==> src/rtl/tick_gen.sv <==
// Multi-channel timebase: a shared prescaler drives NUM_CH programmable
// periodic or one-shot tick channels, all aligned to the base tick.
module tick_gen #(
    parameter int PRESCALE = 50,
    parameter int PRE_W    = 16,
    parameter int NUM_CH   = 4,
    parameter int CNT_W    = 16,
    parameter int CH_W     = 4
) (
    input  logic              pll_outclk_0,
    input  logic              rst,
    input  logic              hold,
    input  logic              cfg_wr,
    input  logic [CH_W-1:0]   cfg_ch,
    input  logic [CNT_W-1:0]  cfg_period,
    input  logic              cfg_en,
    input  logic              cfg_oneshot,
    output logic              base_tck,
    output logic [NUM_CH-1:0] tick,
    output logic [NUM_CH-1:0] busy
);

    localparam logic [PRE_W-1:0] PRE_LAST = PRE_W'(PRESCALE - 1);

    logic [PRE_W-1:0]  pre_cnt_r;
    logic [PRE_W-1:0]  pre_cnt_nx_s;
    logic              wrap_s;

    logic [CNT_W-1:0]  period_r    [NUM_CH];
    logic [CNT_W-1:0]  period_nx_s [NUM_CH];
    logic [CNT_W-1:0]  cnt_r       [NUM_CH];
    logic [CNT_W-1:0]  cnt_nx_s    [NUM_CH];
    logic [NUM_CH-1:0] en_r;
    logic [NUM_CH-1:0] en_nx_s;
    logic [NUM_CH-1:0] os_r;
    logic [NUM_CH-1:0] os_nx_s;
    logic [NUM_CH-1:0] tick_nx_s;
    logic [NUM_CH-1:0] busy_nx_s;
    logic [NUM_CH-1:0] wr_hit_s;

    // Prescaler next state; the wrap strobe is the internal base-tick event.
    always_comb begin
        pre_cnt_nx_s = pre_cnt_r;
        wrap_s       = 1'b0;
        if (hold) begin
            pre_cnt_nx_s = pre_cnt_r;
            wrap_s       = 1'b0;
        end else if (pre_cnt_r == PRE_LAST) begin
            pre_cnt_nx_s = '0;
            wrap_s       = 1'b1;
        end else begin
            pre_cnt_nx_s = pre_cnt_r + PRE_W'(1);
        end
    end

    // Channel next state; a config write beats a coincident terminal event.
    always_comb begin
        for (int i = 0; i < NUM_CH; i++) begin
            period_nx_s[i] = period_r[i];
            cnt_nx_s[i]    = cnt_r[i];
            en_nx_s[i]     = en_r[i];
            os_nx_s[i]     = os_r[i];
            tick_nx_s[i]   = 1'b0;
            wr_hit_s[i]    = cfg_wr && (cfg_ch == CH_W'(i));
            if (wr_hit_s[i]) begin
                period_nx_s[i] = cfg_period;
                cnt_nx_s[i]    = '0;
                en_nx_s[i]     = cfg_en;
                os_nx_s[i]     = cfg_oneshot;
            end else if (wrap_s && en_r[i] && (period_r[i] != '0)) begin
                if (cnt_r[i] == period_r[i] - CNT_W'(1)) begin
                    cnt_nx_s[i]  = '0;
                    tick_nx_s[i] = 1'b1;
                    if (os_r[i]) begin
                        en_nx_s[i] = 1'b0;
                    end else begin
                        en_nx_s[i] = en_r[i];
                    end
                end else begin
                    cnt_nx_s[i] = cnt_r[i] + CNT_W'(1);
                end
            end else begin
                cnt_nx_s[i] = cnt_r[i];
            end
            busy_nx_s[i] = en_nx_s[i] && (period_nx_s[i] != '0);
        end
    end

    // State and registered outputs; reset overrides hold and config writes.
    always_ff @(posedge pll_outclk_0) begin
        if (!rst) begin
            pre_cnt_r <= '0;
            base_tck  <= 1'b0;
            tick      <= '0;
            busy      <= '0;
            en_r      <= '0;
            os_r      <= '0;
            for (int i = 0; i < NUM_CH; i++) begin
                period_r[i] <= '0;
                cnt_r[i]    <= '0;
            end
        end else begin
            pre_cnt_r <= pre_cnt_nx_s;
            base_tck  <= wrap_s;
            tick      <= tick_nx_s;
            busy      <= busy_nx_s;
            en_r      <= en_nx_s;
            os_r      <= os_nx_s;
            for (int i = 0; i < NUM_CH; i++) begin
                period_r[i] <= period_nx_s[i];
                cnt_r[i]    <= cnt_nx_s[i];
            end
        end
    end

endmodule
==> config.mk <==
export PLATFORM = sky130hd
export DESIGN_NAME = tick_gen
export DESIGN_NICKNAME = d
export VERILOG_FILES = /design/src/rtl/tick_gen.sv
export SDC_FILE = /design/constraint.sdc
export NUM_CORES = 1
export LEC_CHECK = 0
export ABC_AREA = 0
export CORE_MARGIN = 3
export CORE_UTILIZATION = 45
export CTS_CLUSTER_SIZE = 16
export DETAILED_ROUTE_END_ITERATION = 10
export SLEW_MARGIN = 20
export SYNTH_ARGS = -nofsm -noshare
export SYNTH_HDL_FRONTEND = slang
export SYNTH_SLANG_ARGS = --single-unit
export TNS_END_PERCENT = 10
==> constraint.sdc <==
create_clock -name pll_outclk_0 -period 8.43 [get_ports pll_outclk_0]
set_clock_uncertainty 0.05 [all_clocks]
set_input_delay 1.686 -clock pll_outclk_0 [delete_from_list [all_inputs] [get_ports pll_outclk_0]]
set_output_delay 1.686 -clock pll_outclk_0 [all_outputs]
set_load 0.02 [all_outputs]
==> results of run 1 <==
-- how the worst min path moves through the flow --
stage / end / slack [ps] / depth (start not counted)
2_1_floorplan: os_r[0] / 390 / 2
3_3_place_gp: os_r[2] / 400 / 2
3_5_place_dp: os_r[2] / 420 / 2
4_1_cts: os_r[2] / 420 / 2
5_1_grt: os_r[0] / 450 / 2
6_report: os_r[2] / 430 / 2
-- where the power goes --
group          leakage [uW]  switching, uW  internal (uW)
logic               0.00193           66.0           46.9
clock network      0.000283            321            444
registers           0.00130           8.75            767
total               0.00351            396           1260
-- logic make-up after synthesis --
group,count (synthesis)
simple gates,544
fa+ha+maj,10
buf+inv,69
compound gates,160
flops,161
xor+xnor,142
mux,11
-- registers in the layout (all words and copies together) (netlist names) --
name / cells
cnt_r: 64
period_r: 64
base_tck: 1
tick: 4
os_r: 4
en_r: 4
pre_cnt_r: 16
busy: 4
-- routing by layer --
metal  vias up  GRT usage  routed length [um]
met2       147     0.3140                9827
met3        23    0.03724                 876
li1       3827          -                   -
met5         -          0                   0
met1      3550     0.2791               10300
met4         0    0.05597                 342
-- synth_stat cells (all sizes together), types with 11 or more instances --
library cell,n
xnor2,61
xor2,81
and3,21
inv,19
buf,12
nand2,187
o21ai,25
a21oi,15
nand3,35
and4,12
nor3,24
or3,11
nor2,127
dfxtp,161
and2,12
nand4,37
a21boi,68
nor4,25
clkbuf,38
-- layout make-up --
class / instances / area, um2 / area share
clock inverters: 13 / 135.1 / 0.01367
repair buffers: 36 / 350.3 / 0.03545
flip-flops and latches: 161 / 3223 / 0.3261
multi-input cells: 867 / 5335 / 0.5398
inverters: 19 / 71.32 / 0.007216
clock buffers: 19 / 442.9 / 0.04482
well taps: 260 / 325.3 / 0.03292
-- per-stage QoR --
step | total power (uW) | cells | util
2_1_floorplan | 864.4 | 1097 | -
3_3_place_gp | 904.6 | 1343 | 0.4891
3_5_place_dp | 904.9 | 1343 | 0.4891
4_1_cts | 1671 | 1375 | 0.5195
5_1_grt | 1715 | 1375 | 0.5197
6_report | 1653 | 1375 | 0.5197
-- placed cells by master (no fill, tap or decap), types with 11 or more instances in the layout --
cell type        synthesis  final
xor2_1                  81     81
inv_1                   19     19
nand3_1                 34     34
nor2_1                 127    127
a21boi_0                68     68
and3_1                  21     21
and2_1                  12     12
nand2_1                187    187
nor4_1                  24     24
nor3_1                  23     23
nand4_1                 36     36
and4_1                  11     11
clkbuf_16                0     17
a21oi_1                 15     15
xnor2_1                 61     61
o21ai_0                 21     21
clkdlybuf4s50_1          0     33
dfxtp_1                161    161
-- worst max-delay path, cell delays in order --
cell and delay, ps:
clkdlybuf4s50_1 520, nor4_1 290, and4_1 590, nand2_1 120, a2111oi_0 510, nand4_1 180
o211ai_2 580, nor2_1 110
==> impl_metrics.tcl, run 1 <==
set metrics [dict create \
    synthArstFlopShare 0 \
    outcome "complete, no violations" \
    vias_per_cell 5.489 \
    final_net_count 1138 \
    irDropWorstVdd_uv 130.3 \
    cts_buffers 17 \
    cellLeakagePower_uw 0.003513 \
    ys_seq_area_frac 0.3639 \
    ios 35 \
    slew_viol_final 0 \
    die_h_um 146.3 \
    synth_top_family_by_area "simple AND/OR/NAND/NOR gates" \
    grt_pass1_wl_um 35130 \
    globalRouteTotalUtil 0.1989 \
    synthAdderAreaFrac 0.01413 \
    area_delta_synth_final_pct 11.58 \
    synth_ff_type "dfxtp_1" \
    clkTransAtPathRegs_ps 60 \
    place.gp.congestion 0.8517 \
    postCtsSetupBuffers 0 \
    nFillCells 1892 \
    die-area_um2 21400 \
    clock_path_buffers 2 \
    vias 7547 \
    critPathKind "input port to register" \
    pre_cts_ws_ps 3606 \
    grt.overflow.total 0 \
    drt_iter0_drc 452 \
    synth_cell_types 74 \
    grt_setup_unrepaired "false" \
    antenna_found_initial 0 \
    slew_headroom 0.4596 \
    clk-insertion-delay-late_ps 420 \
    reg2reg_slack_ps 5220 \
    arrival_ps 4600 \
    avgSynthCellArea_um2 8.074 \
    synth_area_um2 8857 \
    synthXorXnorAreaFrac 0.1404 \
    r2r_cells 8 \
    dpl-instance-area_um2 9301 \
    drive_gt1_frac 0.05471 \
    tritoncts "yes" \
    rows 50 \
    synth_nets 1133 \
    worstPathMaxFanout 16 \
    h-tree-depth 4 \
    timing.hold.ws_ps 425.0 \
    yosys.area.top_type_share 0.3639 \
    layout_min_cycle_time_ps 4369 \
    synth_area_leaders "dfxtp_1 36%, xor2_1 8.0%, nand2_1 7.9%" \
    crit_path_end "cnt_r[1][4]" \
    synth.largest_area_cell "dfxtp_1" \
    cts.sinks 161 \
    finalSetupViolations 0 \
    muxShareOfSynthArea 0.01271 \
    critPathRequiredTime_ps 8660 \
    portBuffers 34 \
    diodes 0 \
    hold_start "os_r[2]" \
    fin_tns_setup_ps 0 \
    die_x_um 146.3 \
    fmax_mhz 228.9 \
    hpwl_um 15200 \
    synth_cells 1097 \
    firstDrtPassIters 8 \
    drc 0 \
    reg2reg_to "cnt_r[1][4]" \
    grt_max_degree 85 \
    post-route-cell-area_um2 9883 \
    setup_slack_ps 4061 \
    drt_wl_total_um 21350 \
    cts_resized 0 \
    holdBufCountCts 0 \
    hold_path_class "register to register" \
    antenna_left 0 \
    max_slew.worst_pin.slew_ps 808.3 \
    drv_cap 0 \
    core-area_um2 19020 \
    fin_crit_sh 0.5183 \
    yosys.area_share.simple 0.3048 \
    synth_compound_area_frac 0.1298 \
    cp-start-kind "input port" \
    p_per_area_nw_per_um2 167.3 \
    worstSetupEndpointType "register" \
    synth-edff-count 0 \
    avgRoutedWirePerCell_um 15.52 \
    setup.worst_path.start "hold" \
    ys_seq_elements 161 \
    yosys_warnings 0 \
    hold_violations 0 \
    start_util 0.4657 \
    r2r_start "pre_cnt_r[0]" \
    grt_pass1_vias 6834 \
    root_buffer "clkbuf_16" \
]
(Power assumes the default switching activity.)
==> inputs of run 2 (changes only) <==
==> constraint.sdc (replaced) <==
create_clock -name pll_outclk_0 -period 4 [get_ports pll_outclk_0]
set_clock_uncertainty 0.05 [all_clocks]
set_input_delay 0.8 -clock pll_outclk_0 [delete_from_list [all_inputs] [get_ports pll_outclk_0]]
set_output_delay 0.8 -clock pll_outclk_0 [all_outputs]
set_load 0.02 [all_outputs]
==> run 2 against run 1 <==
Against the previous run: final cell count grew 0.51%; design area rose by 0.95%; clock power is 120% higher; wire length grew 2.1%; die area unchanged; sequential share of layout area is 0.31 points lower; combinational power is 110% higher; via count decreased by 0.60%; global-route usage rose by 0.72 points.
==> impl_metrics.tcl, run 2 (same netlist as run 1, synthesis figures left out) <==
set metrics [dict create \
    hold_path_class "register to register" \
    cellLeakagePower_uw 0.003558 \
    crit_slowest_cell "and4_1" \
    worstPathMaxFanout 16 \
    clock_path_buffers 2 \
    p_per_area_nw_per_um2 359.5 \
    rows 50 \
    whs_endpoint "os_r[1]" \
    r2r_cells 9 \
    slew_headroom 0.4840 \
    fin_crit_sh 0.8386 \
    grt_pass1_vias 7094 \
    vias 7502 \
    cts_buffers 17 \
    post-route-cell-area_um2 9977 \
    stdcell_count 1382 \
    placed_cells 1352 \
    cp_num_cells 8 \
    reg_top3 "cnt_r (64), period_r (64), pre_cnt_r (16)" \
    critPathRequiredTime_ps 4250 \
    antenna_left 0 \
    p_int_uw 2771 \
    nFillCells 1882 \
    pwr-share-comb 0.067 \
    max_slew.worst_pin.slew_ps 772.1 \
    grt.overflow.total 0 \
    multi_input_area_um2 5331 \
    layout_min_cycle_time_ps 3354 \
    die_h_um 146.3 \
    irDropWorstVdd_uv 282.3 \
    reg2reg_to "cnt_r[2][1]" \
    arrival_ps 3610 \
    finalSetupViolations 0 \
    hold_violations 0 \
    avgRoutedWirePerCell_um 15.77 \
    grt_pass1_wl_um 36400 \
    timing.hold.ws_ps 421.5 \
    slew_viol_final 0 \
    reg2reg_slack_ps 920 \
    layout_common_cells "187 x nand2_1, 161 x dfxtp_1, 127 x nor2_1, 81 x xor2_1, 68 x a21boi_0" \
    ios 35 \
    h-tree-depth 4 \
    seq_area_um2 3223 \
    grt_setup_unrepaired "false" \
    die-area_um2 21400 \
    final_common_cell "nand2_1" \
    place.gp.congestion 0.8202 \
    netSwitchingFraction 0.2275 \
    critPathTopFamily "simple AND/OR/NAND/NOR gates" \
    tritoncts "yes" \
    p_sw_uw 815.9 \
    drive_gt1_frac 0.05882 \
    drc 0 \
    antenna_found_initial 0 \
    critical-path-max-stage-delay_ps 560 \
    hpwl_um 15500 \
    critPathKind "input port to register" \
    power_uw 3587 \
    vias_per_cell 5.428 \
    holdPathStages 2 \
    drv_cap 0 \
    grt_max_degree 38 \
    clk-insertion-delay-late_ps 430 \
    globalRouteTotalUtil 0.2061 \
    drt_iter0_drc 386 \
    core-area_um2 19020 \
    crit_buf_inv 1 \
    holdBufCountCts 0 \
    fin_tns_setup_ps 0 \
    clkTransAtPathRegs_ps 60 \
    power_frac_seq 0.456 \
    diodes 0 \
    clkPwrFrac 0.477 \
    firstDrtPassIters 5 \
    final_net_count 1147 \
    cts.sinks 161 \
    outcome "complete, no violations" \
    portBuffers 34 \
    crit_chain "clkdlybuf4s50_1, nor4_1, and4_1, o311a_4, o21ai_0, nor4b_1, a31o_2, nor2_1" \
    fmax_mhz 298.1 \
    dpl-instance-area_um2 9369 \
    area_delta_synth_final_pct 12.64 \
    postCtsSetupBuffers 0 \
    r2r_start "period_r[2][0]" \
    hold_start "os_r[1]" \
    start_util 0.4657 \
    cp-start-kind "input port" \
    cts_resized 0 \
    die_x_um 146.3 \
    root_buffer "clkbuf_16" \
    drt_wl_total_um 21790 \
    worstSetupEndpointType "register" \
]
## run 2: power by group through the flow
stage               logic (uW)  clock network, uW  registers [uW]
detailed placement         239                  0            1670
CTS                        240               1750            1640
floorplan                  157                  0            1670
global placement           238                  0            1670
global route               265               1820            1640
finish                     240               1710            1640
## run 2: layout make-up
class / count / area share
Clock buffer: 20 / 0.04477
Timing Repair Buffer: 45 / 0.04189
Multi-Input combinational cell: 867 / 0.5344
Tap cell: 260 / 0.03261
Sequential cell: 161 / 0.3230
Clock inverter: 10 / 0.01618
Inverter: 19 / 0.007148
## run 2: per-layer routing
| metal | track usage | vias up | wire [um] | share of wire |
|---|---|---|---|---|
| li1 | - | 3839 | - | - |
| met1 | 0.2882 | 3518 | 10650 | 0.49 |
| met2 | 0.3292 | 127 | 10020 | 0.46 |
| met3 | 0.04004 | 18 | 882 | 0.040 |
| met4 | 0.05033 | 0 | 243 | 0.011 |
| met5 | 0 | - | 0 | 0 |
## run 2: metrics by stage
stage / utilization / setup WS [ps]
after floorplan: - / 1281
after global placement: 0.4926 / 398.0
after detailed placement: 0.4926 / 288.6
after CTS: 0.5246 / 735.4
after global routing: 0.5246 / 457.7
final: 0.5246 / 645.5
## run 2: how the worst max path moves through the flow
stage | to | slack (ps) | from
floorplan | cnt_r[3][10] | 1280 | hold
global placement | cnt_r[3][12] | 400 | hold
detailed placement | cnt_r[3][6] | 290 | hold
CTS | cnt_r[3][6] | 740 | hold
global route | cnt_r[3][5] | 460 | hold
finish | cnt_r[3][6] | 650 | hold
## run 2: worst reg2reg max path, cell delays in order, from the launching register on
cell and delay, ps:
dfxtp_1 380, inv_1 90, ha_1 250, or4b_1 600, or4b_1 510, a211o_1 300, a32oi_1 200, nand4_2 170
nand3_2 310, nor2_1 100
==> inputs of run 3 (changes only) <==
==> constraint.sdc (replaced) <==
create_clock -name pll_outclk_0 -period 2.69 [get_ports pll_outclk_0]
set_clock_uncertainty 0.05 [all_clocks]
set_input_delay 0.538 -clock pll_outclk_0 [delete_from_list [all_inputs] [get_ports pll_outclk_0]]
set_output_delay 0.538 -clock pll_outclk_0 [all_outputs]
set_load 0.02 [all_outputs]
==> run 3 against run 2 <==
Against the previous run: design area rose by 7.2%; critical endpoint is now en_r[2]; sequential share of layout area fell by 2.2 points; critical path type is now register to register; combinational power rose by 83%; highest routed layer unchanged.
==> impl_metrics.tcl, run 3 (same netlist as run 1, synthesis figures left out) <==
set metrics [dict create \
    fmax_mhz 377.3 \
    globalRouteTotalUtil 0.2180 \
    met3_usage 0.03880 \
    die-area_um2 21400 \
    die_h_um 146.3 \
    slew_viol_final 0 \
    critPathRequiredTime_ps 2930 \
    arrival_ps 2900 \
    die_x_um 146.3 \
    finalSetupViolations 0 \
    pre_cts_ws_ps -279.2 \
    clock_path_buffers 2 \
    p_per_area_nw_per_um2 493.3 \
    critPathKind "register to register" \
    drv_cap 0 \
    drc 0 \
    start_util 0.4657 \
    diodes 0 \
    place.gp.congestion 0.8742 \
    p_int_uw 3991 \
    seq_area_um2 3224 \
    fin_crit_sh 0.9854 \
    hold_violations 0 \
    drive_gt1_frac 0.1398 \
    layout_min_cycle_time_ps 2651 \
    rows 50 \
    avgRoutedWirePerCell_um 15.81 \
    met2_usage 0.3494 \
    grt_pass1_wl_um 38420 \
    cts_buffers 17 \
    final_common_cell "nand2_1" \
    setup_slack_ps 39.31 \
    pwr-share-comb 0.083 \
    fin_tns_setup_ps 0 \
    grt-busiest-layer "met2" \
    grt_setup_unrepaired "true" \
    firstDrtPassIters 4 \
    grt_pass1_vias 7586 \
    drt_iter0_drc 424 \
    stdcell_count 1469 \
    drt_wl_total_um 23220 \
    cts.sinks 161 \
    p_sw_uw 1286 \
    core-area_um2 19020 \
    clkTransAtPathRegs_ps 70 \
    use_met1 0.2961 \
    h-tree-depth 4 \
    grt.overflow.total 0 \
    reg_top3 "cnt_r (64), period_r (64), pre_cnt_r (16)" \
    hold_path_class "register to register" \
    nFillCells 1843 \
    slew_headroom 0.5834 \
    irDropWorstVdd_uv 422.4 \
    vias_per_cell 5.407 \
    antenna_found_initial 0 \
    power_uw 5277 \
    outcome "complete, no violations" \
    antenna_left 0 \
    area_delta_synth_final_pct 20.77 \
    worstPathMaxFanout 3 \
    grt_max_degree 35 \
    clkPwrFrac 0.458 \
    clk-insertion-delay-late_ps 430 \
    vias 7943 \
    power_frac_seq 0.459 \
    multi_input_area_um2 5415 \
    reg2reg_slack_ps 40 \
    cellLeakagePower_uw 0.004000 \
    placed_cells 1436 \
    max_slew.worst_pin.slew_ps 619.2 \
    ios 35 \
    portBuffers 34 \
    worstSetupEndpointType "register" \
    root_buffer "clkbuf_16" \
    cp-start-kind "register" \
    layout_common_cells "187 x nand2_1, 160 x dfxtp_1, 127 x nor2_1, 94 x buf_4, 81 x xor2_1" \
    holdBufCountCts 0 \
    hpwl_um 17180 \
    netSwitchingFraction 0.2437 \
    final_net_count 1232 \
    tritoncts "yes" \
]
-- run 3: cell type report --
class,instances,area share
clock inverter,14,0.01310
tap,260,0.03041
inverter,19,0.006667
sequential,161,0.3014
multi-input combinational,867,0.5063
clock buffer,18,0.04106
timing repair buffer,130,0.1011
-- run 3: critical path, stage by stage (launching register included) --
cell,delay [ps]
dfxtp_2,320
inv_2,60
ha_4,120
or4b_4,460
or4b_4,480
a211o_1,290
a32oi_2,210
nand4_2,180
o2111ai_2,250
o21ai_1,90
-- run 3: path summary, 6_finish.rpt --
check	startpoint	endpoint	cells after the start
min	os_r[1]	os_r[1]	2
max reg2reg	period_r[2][1]	en_r[2]	9
min reg2reg	os_r[1]	os_r[1]	2
max	period_r[2][1]	en_r[2]	9
-- run 3: power by group through the flow --
stage,registers [uW],logic [uW],clock network (uW)
detailed placement,2480,426,0
global placement,2480,423,0
global route,2420,478,2570
floorplan,2480,235,0
CTS,2420,431,2460
finish,2420,438,2420
-- run 3: stage by stage --
step,hold slack [ps],utilization,cell area (um2)
after floorplan,388.9,-,8884
after global placement,405.9,0.5285,10050
after detailed placement,407.6,0.5285,10050
after CTS,416.4,0.5599,10650
after global routing,445.2,0.5624,10700
final,412.9,0.5624,10700
-- run 3: per-layer routing --
layer  vias up  share of wire
met5         -              0
met4         0          0.024
met3        31          0.040
met2       149           0.46
met1      3749           0.47
li1       4014              -
-- run 3: what timing repair did --
item / in CTS / in global routing
pin swaps: 2 / 6
resized for setup: 3 / 12
buffers inserted: 0 / 1
setup endpoints to repair: 29 / 56
